--- config.mk ---
export PLATFORM = sky130hd
export DESIGN_NAME = pe_array_sched
export DESIGN_NICKNAME = d
export VERILOG_FILES = /design/src/rtl/pe_array_sched.sv
export SDC_FILE = /design/constraint.sdc
export NUM_CORES = 1
export LEC_CHECK = 0
export ABC_AREA = 1
export CELL_PAD_IN_SITES_DETAIL_PLACEMENT = 1
export CELL_PAD_IN_SITES_GLOBAL_PLACEMENT = 1
export CORE_UTILIZATION = 43
export CTS_BUF_LIST = sky130_fd_sc_hd__clkbuf_8
export DETAILED_ROUTE_END_ITERATION = 16
export GPL_ROUTABILITY_DRIVEN = 1
export PLACE_DENSITY = 0.86
export SYNTH_ARGS = -nofsm -noshare
export SYNTH_HDL_FRONTEND = slang
export SYNTH_SLANG_ARGS = --single-unit
--- constraint.sdc ---
create_clock -name clk -period 6.3 [get_ports clk]
set_input_delay 0.63 -clock clk [delete_from_list [all_inputs] [get_ports clk]]
set_output_delay 0.63 -clock clk [all_outputs]
set_load 0.02 [all_outputs]
--- src/rtl/pe_array_sched.sv ---
// pe_array_sched: loads every PE set's ifmap/filter scratchpads, broadcasts start, waits for all
// sets to complete and drains psums, repeating per ifmap pass. Optional watchdog: PE_SCHED_WATCHDOG_EN.
module pe_array_sched #(
    parameter int NUM_SETS   = 4,
    parameter int FILT_DEPTH = 224,
    parameter int IF_DEPTH   = 12
) (
    input  logic                clk,
    input  logic                reset,
    // Config handshake: a config transfers on a rising edge where cfg_valid && cfg_ready;
    // cfg_ready is high only in IDLE, and cfg_valid may be held or dropped freely while not ready.
    input  logic                cfg_valid,
    output logic                cfg_ready,
    input  logic [3:0]          cfg_S,
    input  logic [4:0]          cfg_P,
    input  logic [2:0]          cfg_Q,
    input  logic [7:0]          cfg_passes,
    output logic [NUM_SETS-1:0] set_sel,
    output logic                load,
    output logic                load2,
    output logic                load3,
    output logic                mem_rd_en,
    output logic [10:0]         mem_addr,
    output logic                start,
    input  logic [NUM_SETS-1:0] complete,
    output logic                psum_shift_en,
    output logic                busy,
    output logic                done,
    output logic                cfg_err,
    output logic [3:0]          dbg_state
`ifdef PE_SCHED_WATCHDOG_EN
    ,
    output logic                timeout
`endif
);

    localparam int SET_W = (NUM_SETS > 1) ? $clog2(NUM_SETS) : 1;
    localparam logic [SET_W-1:0] LAST_SET = SET_W'(NUM_SETS - 1);

    typedef enum logic [3:0] {
        S_IDLE    = 4'd0,
        S_LOAD_IF = 4'd1,
        S_GAP1    = 4'd2,
        S_LOAD_F  = 4'd3,
        S_GAP2    = 4'd4,
        S_ARM     = 4'd5,
        S_START   = 4'd6,
        S_RUN     = 4'd7,
        S_DRAIN   = 4'd8,
        S_DONE    = 4'd9
    } state_t;

    state_t              state_q, state_d;
    logic [SET_W-1:0]    set_q, set_d;
    logic [10:0]         cnt_q, cnt_d;
    logic [7:0]          pass_q, pass_d;
    logic [7:0]          passes_q, passes_d;
    logic [3:0]          if_len_q, if_len_d;
    logic [10:0]         f_len_q, f_len_d;
    logic [4:0]          p_q, p_d;
    logic [NUM_SETS-1:0] capture_q, capture_d;
    logic                cfg_err_q, cfg_err_d;

    logic [NUM_SETS-1:0] set_sel_q, set_sel_d;
    logic                load_q, load_d, load2_q, load2_d, load3_q, load3_d;
    logic [10:0]         mem_addr_q, mem_addr_d;
    logic                start_q, start_d, psum_q, psum_d;
    logic                busy_q, busy_d, done_q, done_d, cfg_ready_q, cfg_ready_d;

`ifdef PE_SCHED_WATCHDOG_EN
    logic [15:0]         run_cnt_q, run_cnt_d;
    logic                timeout_q, timeout_d;
`endif

    // 12 bits holds any product of the raw input fields, so oversize configs compare correctly.
    logic [11:0] f_prod;
    logic        cfg_bad;

    always_comb begin
        f_prod  = 12'(cfg_S) * 12'(cfg_P) * 12'(cfg_Q);
        cfg_bad = (cfg_S == 4'd0) || (int'(cfg_S) > IF_DEPTH) || (cfg_P == 5'd0) ||
                  (cfg_Q == 3'd0) || (int'(f_prod) > FILT_DEPTH);
    end

    always_comb begin
        state_d   = state_q;
        set_d     = set_q;
        cnt_d     = cnt_q;
        pass_d    = pass_q;
        passes_d  = passes_q;
        if_len_d  = if_len_q;
        f_len_d   = f_len_q;
        p_d       = p_q;
        capture_d = capture_q;
        cfg_err_d = cfg_err_q;
`ifdef PE_SCHED_WATCHDOG_EN
        run_cnt_d = run_cnt_q;
        timeout_d = timeout_q;
`endif
        case (state_q)
            S_IDLE: begin
                if (cfg_valid) begin
                    if (cfg_bad) begin
                        cfg_err_d = 1'b1;
                    end else begin
                        cfg_err_d = 1'b0;
                        if_len_d  = cfg_S;
                        f_len_d   = f_prod[10:0];
                        p_d       = cfg_P;
                        passes_d  = (cfg_passes == 8'd0) ? 8'd1 : cfg_passes;
                        pass_d    = 8'd0;
                        set_d     = '0;
                        cnt_d     = 11'd0;
`ifdef PE_SCHED_WATCHDOG_EN
                        timeout_d = 1'b0;
`endif
                        state_d   = S_LOAD_IF;
                    end
                end
            end
            S_LOAD_IF: begin
                if (cnt_q == {7'd0, if_len_q} - 11'd1) begin
                    cnt_d   = 11'd0;
                    state_d = S_GAP1;
                end else begin
                    cnt_d = cnt_q + 11'd1;
                end
            end
            S_GAP1: begin
                // Filters are only loaded on the first pass; later passes reuse them.
                if (pass_q == 8'd0) begin
                    state_d = S_LOAD_F;
                end else if (set_q == LAST_SET) begin
                    state_d = S_ARM;
                end else begin
                    set_d   = set_q + SET_W'(1);
                    state_d = S_LOAD_IF;
                end
            end
            S_LOAD_F: begin
                if (cnt_q == f_len_q - 11'd1) begin
                    cnt_d   = 11'd0;
                    state_d = S_GAP2;
                end else begin
                    cnt_d = cnt_q + 11'd1;
                end
            end
            S_GAP2: begin
                if (set_q == LAST_SET) begin
                    state_d = S_ARM;
                end else begin
                    set_d   = set_q + SET_W'(1);
                    state_d = S_LOAD_IF;
                end
            end
            S_ARM: state_d = S_START;
            S_START: begin
                capture_d = complete;
`ifdef PE_SCHED_WATCHDOG_EN
                run_cnt_d = 16'd0;
`endif
                state_d   = S_RUN;
            end
            S_RUN: begin
                capture_d = capture_q | complete;
                if (&capture_d) begin
                    cnt_d   = 11'd0;
                    state_d = S_DRAIN;
`ifdef PE_SCHED_WATCHDOG_EN
                end else if (run_cnt_q == 16'hFFFE) begin
                    timeout_d = 1'b1;
                    state_d   = S_DONE;
                end else begin
                    run_cnt_d = run_cnt_q + 16'd1;
`endif
                end
            end
            S_DRAIN: begin
                if (cnt_q == {6'd0, p_q} - 11'd1) begin
                    cnt_d = 11'd0;
                    if (({1'b0, pass_q} + 9'd1) < {1'b0, passes_q}) begin
                        pass_d  = pass_q + 8'd1;
                        set_d   = '0;
                        state_d = S_LOAD_IF;
                    end else begin
                        state_d = S_DONE;
                    end
                end else begin
                    cnt_d = cnt_q + 11'd1;
                end
            end
            S_DONE:  state_d = S_IDLE;
            default: state_d = S_IDLE;
        endcase

        // Outputs are decoded from the next state so they leave the chip straight from flops.
        load2_d     = (state_d == S_LOAD_IF);
        load3_d     = (state_d == S_LOAD_F);
        load_d      = load2_d | load3_d;
        set_sel_d   = (state_d inside {S_LOAD_IF, S_GAP1, S_LOAD_F, S_GAP2}) ?
                      (NUM_SETS'(1) << set_d) : '0;
        mem_addr_d  = load_d ? cnt_d : 11'd0;
        start_d     = (state_d == S_START);
        psum_d      = (state_d == S_DRAIN);
        busy_d      = (state_d != S_IDLE);
        done_d      = (state_d == S_DONE);
        cfg_ready_d = (state_d == S_IDLE);
    end

    always_ff @(posedge clk) begin
        if (reset) begin
            state_q     <= S_IDLE;
            set_q       <= '0;
            cnt_q       <= 11'd0;
            pass_q      <= 8'd0;
            passes_q    <= 8'd0;
            if_len_q    <= 4'd0;
            f_len_q     <= 11'd0;
            p_q         <= 5'd0;
            capture_q   <= '0;
            cfg_err_q   <= 1'b0;
            set_sel_q   <= '0;
            load_q      <= 1'b0;
            load2_q     <= 1'b0;
            load3_q     <= 1'b0;
            mem_addr_q  <= 11'd0;
            start_q     <= 1'b0;
            psum_q      <= 1'b0;
            busy_q      <= 1'b0;
            done_q      <= 1'b0;
            cfg_ready_q <= 1'b1;
`ifdef PE_SCHED_WATCHDOG_EN
            run_cnt_q   <= 16'd0;
            timeout_q   <= 1'b0;
`endif
        end else begin
            state_q     <= state_d;
            set_q       <= set_d;
            cnt_q       <= cnt_d;
            pass_q      <= pass_d;
            passes_q    <= passes_d;
            if_len_q    <= if_len_d;
            f_len_q     <= f_len_d;
            p_q         <= p_d;
            capture_q   <= capture_d;
            cfg_err_q   <= cfg_err_d;
            set_sel_q   <= set_sel_d;
            load_q      <= load_d;
            load2_q     <= load2_d;
            load3_q     <= load3_d;
            mem_addr_q  <= mem_addr_d;
            start_q     <= start_d;
            psum_q      <= psum_d;
            busy_q      <= busy_d;
            done_q      <= done_d;
            cfg_ready_q <= cfg_ready_d;
`ifdef PE_SCHED_WATCHDOG_EN
            run_cnt_q   <= run_cnt_d;
            timeout_q   <= timeout_d;
`endif
        end
    end

    assign cfg_ready     = cfg_ready_q;
    assign set_sel       = set_sel_q;
    assign load          = load_q;
    assign load2         = load2_q;
    assign load3         = load3_q;
    assign mem_rd_en     = load_q;
    assign mem_addr      = mem_addr_q;
    assign start         = start_q;
    assign psum_shift_en = psum_q;
    assign busy          = busy_q;
    assign done          = done_q;
    assign cfg_err       = cfg_err_q;
    assign dbg_state     = state_q;
`ifdef PE_SCHED_WATCHDOG_EN
    assign timeout       = timeout_q;
`endif

endmodule
# [Word-level counts from Yosys, hierarchy flattened]
# Index checks and enable logic that the tools add are counted.
[word_totals] out_inout_bits=29 wordCells=114 reg_bits=81 inputBits=27
[op_classes] mul=2 n_eq_ne=23 n_addsub=7 n_bitwise=5 magnitude_cmp=3 shifts=1 reduce_logical=21 mux=32
[ops] operator="2-to-1 mux 11 bit" count=6
[ops] operator="one-hot mux 11 bit (5 select lines)" count=1
[ops] operator="2-to-1 mux 8 bit" count=5
[ops] operator="one-hot mux 4 bit (9 select lines)" count=1
[ops] operator="equality test 11 bit" count=3
[ops] operator="2-to-1 mux 4 bit" count=7
[ops] operator="equality test 4 x 3 -> 1 bit (second input constant)" count=6
[ops] operator="equality test 4 x 2 -> 1 bit (second input constant)" count=4
[ops] operator="zero test 8 bit" count=2
[ops] operator="one-hot mux 8 bit (2 select lines)" count=1
[ops] operator="equality test 4 bit (second input constant)" count=3
[ops] operator="greater-than comparator 12 x 8 -> 1 bit (second input constant)" count=1
[ops] operator="zero test 4 bit" count=3
[ops] operator="multiplier 9 x 3 -> 12 bit" count=1
[ops] operator="2-to-1 mux 2 bit" count=6
[ops] operator="adder 11 x 1 -> 11 bit (second input constant)" count=1
[ops] operator="subtractor 11 x 1 -> 11 bit (second input constant)" count=1
[ops] operator="adder 8 x 1 -> 9 bit (second input constant)" count=1
[ops] operator="< comparator 9 x 8 -> 1 bit" count=1
[ops] operator="multiplier 4 x 5 -> 9 bit" count=1
[ops] operator="adder 8 x 1 -> 8 bit (second input constant)" count=1
[ops] operator="equality test 4 x 1 -> 1 bit (second input constant)" count=2
[ops] operator="inequality test 2 bit (second input constant)" count=4
[ops] operator="one-hot mux 2 bit (4 select lines)" count=1
[ops] operator="other kinds (22)" count=31

# [Depth between registers and ports, before layout]
[logic_depth] word_depth=12 depth_mapped=33

# [Worst setup path after synthesis]
# OpenSTA, ideal clock, no wires.
[synth_path] path_kind="input port to flip-flop" startpoint="input cfg_S[3]" endpoint="register cnt_q[4]" setup_time_ns=0.128 arrival_time_ns=5.524 setup_slack_ns=0.649 path_stages=30 t_required_ns=6.172 path_cell_list="clkbuf_2 -> nand2_1 -> fa_1 -> inv_1 -> fa_1 -> inv_1 -> fa_1 -> o21ai_0 -> a21o_1 -> a21oi_1 -> xor2_1 -> or2_2 -> fa_1 -> inv_1 -> ha_1 -> nand2_1 -> inv_1 -> a21oi_1 -> nand2_1 -> nand2_1 -> nand2_2 -> nor2_4 -> nand4_1 -> nand2_1 -> nand3_1 -> buf_4 -> nand2_1 -> nand2_1 -> inv_2 -> nor2_1"
[synth_between] elab_chain_cells=8 elab_cells_between_ends=12
[synth_lines] item="start: declaration" line_no="14" rtl="input logic [3:0] cfg_S,"
[synth_lines] item="branches (longest 4 deep; another with multiplier 9 x 3 -> 12 bit)"
[synth_lines] item="logical OR 1 bit *" line_no="82" rtl="(cfg_Q == 3'd0) || (int'(f_prod) > FILT_DEPTH);"
[synth_lines] item="2-to-1 mux 11 bit *" line_no="103" rtl="if (cfg_bad) begin"
[synth_lines] item="2-to-1 mux 11 bit *" line_no="102" rtl="if (cfg_valid) begin"
[synth_lines] item="one-hot mux 11 bit (5 select lines) *" line_no="100" rtl="case (state_q)"
[synth_lines] item="end signal: assignment" line_no="239" rtl="cnt_q <= cnt_d;"
[synth_lines] item="end: declaration" line_no="55" rtl="logic [10:0] cnt_q, cnt_d;"
# Mark *: on every way between the ends.
# A chain may end at the register's enable or synchronous reset.

# [Worst setup path after layout]
[layout_path] startpoint="input cfg_S[3]" endpoint="register cnt_q[7]"
# The elaborated chain is that of the path after synthesis.

==> impl.org <==
** Logic synthesis
- Of the post-synthesis cell area, the dominant cell type holds 0.269.
- Flops & latches, synth :: 81
- Yosys mapped the design onto 42 distinct sky130hd cell types.
- The most common cell in the synthesized netlist is nand2_1.
- FFs w/ async S/R, synth :: 0
- Top cells by instance count after synthesis :: 257 x nand2_1, 160 x inv_1, 104 x nor2_1, 81 x dfxtp_1, 49 x nand3_1
- The average instance in the mapped netlist occupies 6.52 sq um.
- Post-Synthesis Net Count :: 1001
- The Yosys step of the flow raised 0 warnings.
- Yosys mapped a number of flops with a built-in enable equal to 0.
- After technology mapping, the gate count stands at 923.
- The synthesized netlist occupies a cell area of 6020 sq um.
- Most used flip-flop cell after synthesis :: dfxtp_1
- Sequential share of the synthesized area :: 0.269
- Largest cells by area after synthesis :: dfxtp_1 27%, nand2_1 16%, inv_1 10%, ha_1 7.7%, nor2_1 6.5%
- Cell type with the largest total area after synthesis :: dfxtp_1

** Place
- Detailed placer's ending HPWL :: 12600 um
- GPL Wtd Cong :: 0.870
- During placement, the flow inserted port buffers numbering 55.
- Setup slack at placement :: -0.0963 ns

** Job
- Max-Cap Viols :: 0

** Layout
- Antenna diodes :: 0
- Final core occ :: 0.515
- Net count, final :: 1053
- Share of post-route cells with drive strength above 1 :: 0.0796
- Area Growth Syn to Fin :: 15.1%

** Detailed routing
- Drt wl/cell :: 13.5 um
- In the routed layout, each cell is associated on average with a via count of 4.94.
- In the routed design, unresolved DRC markers number 0.
- The first routing iteration left 190 violations.
- Count of antenna-violating nets left after detailed routing :: 0
- Detailed-routing iteration count for the pre-antenna-repair pass :: 4
- Routed Wire Length :: 15600 um
- The detailed router placed 5710 vias in this run.

** Worst setup path
- The number of buffers and inverters on the critical path is 9.
- Critical path required time :: 6.54 ns
- Cell mode on critical path :: nand2_1
- Crit path arrival time :: 6.12 ns
- Library cell contributing the largest single delay on the critical path :: fa_1
- Classification of the worst setup path :: primary input to flop
- Largest delay contributor family on the critical path :: adder cells
- Along the worst path, the maximum fanout reaches 11.
- Critical Path Sink Type :: flop
- Slowest cell delay on critical path :: 0.54 ns
- Setup crit start kind :: primary input

** Clock network
- The tree is rooted in a clkbuf_8.
- After clock tree synthesis, the clock-pin slew on the worst setup and hold paths is 0.08 ns.
- At the later pin of the worst-skew pair, clock insertion delay measures 0.38 ns.
- TritonCTS built the clock tree.
- TritonCTS sink count :: 81
- Clock tree buffer depth :: 2
- H-tree levels :: 3
- Number of clock buffers inserted by TritonCTS :: 9

** STA
- Minimum period implied by the final worst setup slack :: 5.88 ns
- Worst-case headroom to the max-slew limit :: 0.456
- Setup Skew :: 0.0192 ns
- Fin crit share :: 0.934
- The final-report max-slew violation count came to 0.
- Unrepaired setup endpoints after global routing :: false
- Post-Route Hold Slack :: 0.461 ns
- Setup slack closes at 0.419 ns.
- For the pin with the worst max-slew slack, the measured transition is 0.816 ns.
- Setup violations remaining at the end of the flow were counted as 0.
- The final count of hold timing violations came to 0.
- Max Clk Rate :: 170 MHz

** Floorplan
- Row cnt :: 42
- Die outline area :: 14500 sq um
- In this run the horizontal extent of the chip is 120 um.
- IO Count :: 56
- The die is 120 um tall.
- Area inside the core boundary :: 13500 sq um
- Effective utilization at floorplan :: 0.448

** Global route
- The first global-routing pass estimated 27100 um of wire.
- The total overflow left after global routing is 0.
- The initial antenna violation count was 0.
- For this run, the total global-route usage over all layers was measured as 0.233.
- Entering global routing, the biggest net connects 34 pins.
- The number of global-route vias before repair was 5904.

** Worst hold path
- Tightest Hold Check Type :: flop to flop

** Outcome
- The flow ran to the end, and the final reports show no timing, DRC or antenna violations.

** Power and ir drop
- Worst VDD drop :: 178 uV
- Power spread over the standard cell area amounts to 325 nW/um^2.
- The analysis attributes to cell leakage a power of 0.00352 uW.
[final cells by class]
cell class	count	area (sq um)
clock inverter	6	50.0
tap	176	220
sequential	81	1620
clock buffer	10	138
multi-input combinational	648	3630
fill	1864	6520
inverter	167	627
timing repair buffer	68	648
[sequential cells by signal, indices dropped and copies added (netlist names), 2 cells and up]
register / cells
f_len_q: 11
dbg_state: 4
set_sel: 4
mem_addr: 11
if_len_q: 4
p_q: 5
set_q: 2
pass_q: 8
passes_q: 8
cnt_q: 11
capture_q: 4
[through the flow]
step                power [uW]  instances  cell area, sq um  TNS, ns
floorplan                 1600        923              6020        0
finish                    2260       1156              6930        0
CTS                       2260       1156              6900        0
global placement          1840       1140              6710        0
detailed placement        1890       1140              6710    -1.84
global route              2480       1156              6930        0
[path summary, 6_finish.rpt]
kind	slack [ns]	from	cells past startpoint	to
worst max-delay path	0.42	cfg_S[3]	34	cnt_q[7]
worst min-delay path	0.46	f_len_q[10]	2	f_len_q[10]
worst min register to register	0.46	f_len_q[10]	2	f_len_q[10]
worst max register to register	3.41	pass_q[0]	16	pass_q[0]
[power by group]
group          internal (uW)  switching (uW)
clock                    158             205
sequential               589            64.8
combinational            455             783
total                   1200            1050
[layer usage]
layer	global-route usage	vias up	wire, um
met5	0	-	0
met4	0.0748	0	247
met3	0.0330	14	272
met2	0.410	54	7630
met1	0.291	2696	7420
li1	-	2946	-
[what timing repair did]
| action | 4_1_cts | 5_1_grt |
|---|---|---|
| hold buffers | 0 | 0 |
| endpoints found under the setup margin | 0 | 31 |
| gates resized for setup | 0 | 7 |
| buffers inserted | 0 | 0 |
[cell families after synthesis]
| logic type | after synthesis | synth area share |
|---|---|---|
| DFF | 81 | 0.269 |
| xor gates and xnor gates | 27 | 0.0416 |
| adders and majority gates | 51 | 0.123 |
| buffers and inverters | 194 | 0.133 |
| AOI/OAI and AO/OA | 100 | 0.0927 |
| and+or+nand+nor | 470 | 0.340 |
[worst min-delay path, stage by stage (launching register included)]
cell     delay, ns
dfxtp_1       0.32
nand2_1       0.06
nor2_1        0.04
[cell usage in the layout, fill, tap and decap left out, types with 3 or more instances in the layout]
master | synthesis | routed
a21o_1 | 3 | 3
a21oi_1 | 48 | 46
a21oi_2 | 2 | 4
buf_4 | 5 | 13
clkbuf_8 | 0 | 10
clkdlybuf4s50_1 | 0 | 55
dfxtp_1 | 81 | 81
fa_1 | 14 | 14
ha_1 | 37 | 35
inv_1 | 160 | 160
inv_2 | 7 | 7
nand2_1 | 257 | 256
nand2_2 | 7 | 8
nand3_1 | 49 | 49
nand3_2 | 4 | 4
nand3b_1 | 9 | 9
nand4_1 | 10 | 10
nor2_1 | 104 | 104
nor2_2 | 12 | 11
nor2_4 | 5 | 6
nor3_1 | 5 | 5
o21ai_0 | 36 | 35
xnor2_1 | 8 | 8
xor2_1 | 18 | 18
Power figures use the tool's default switching activity.
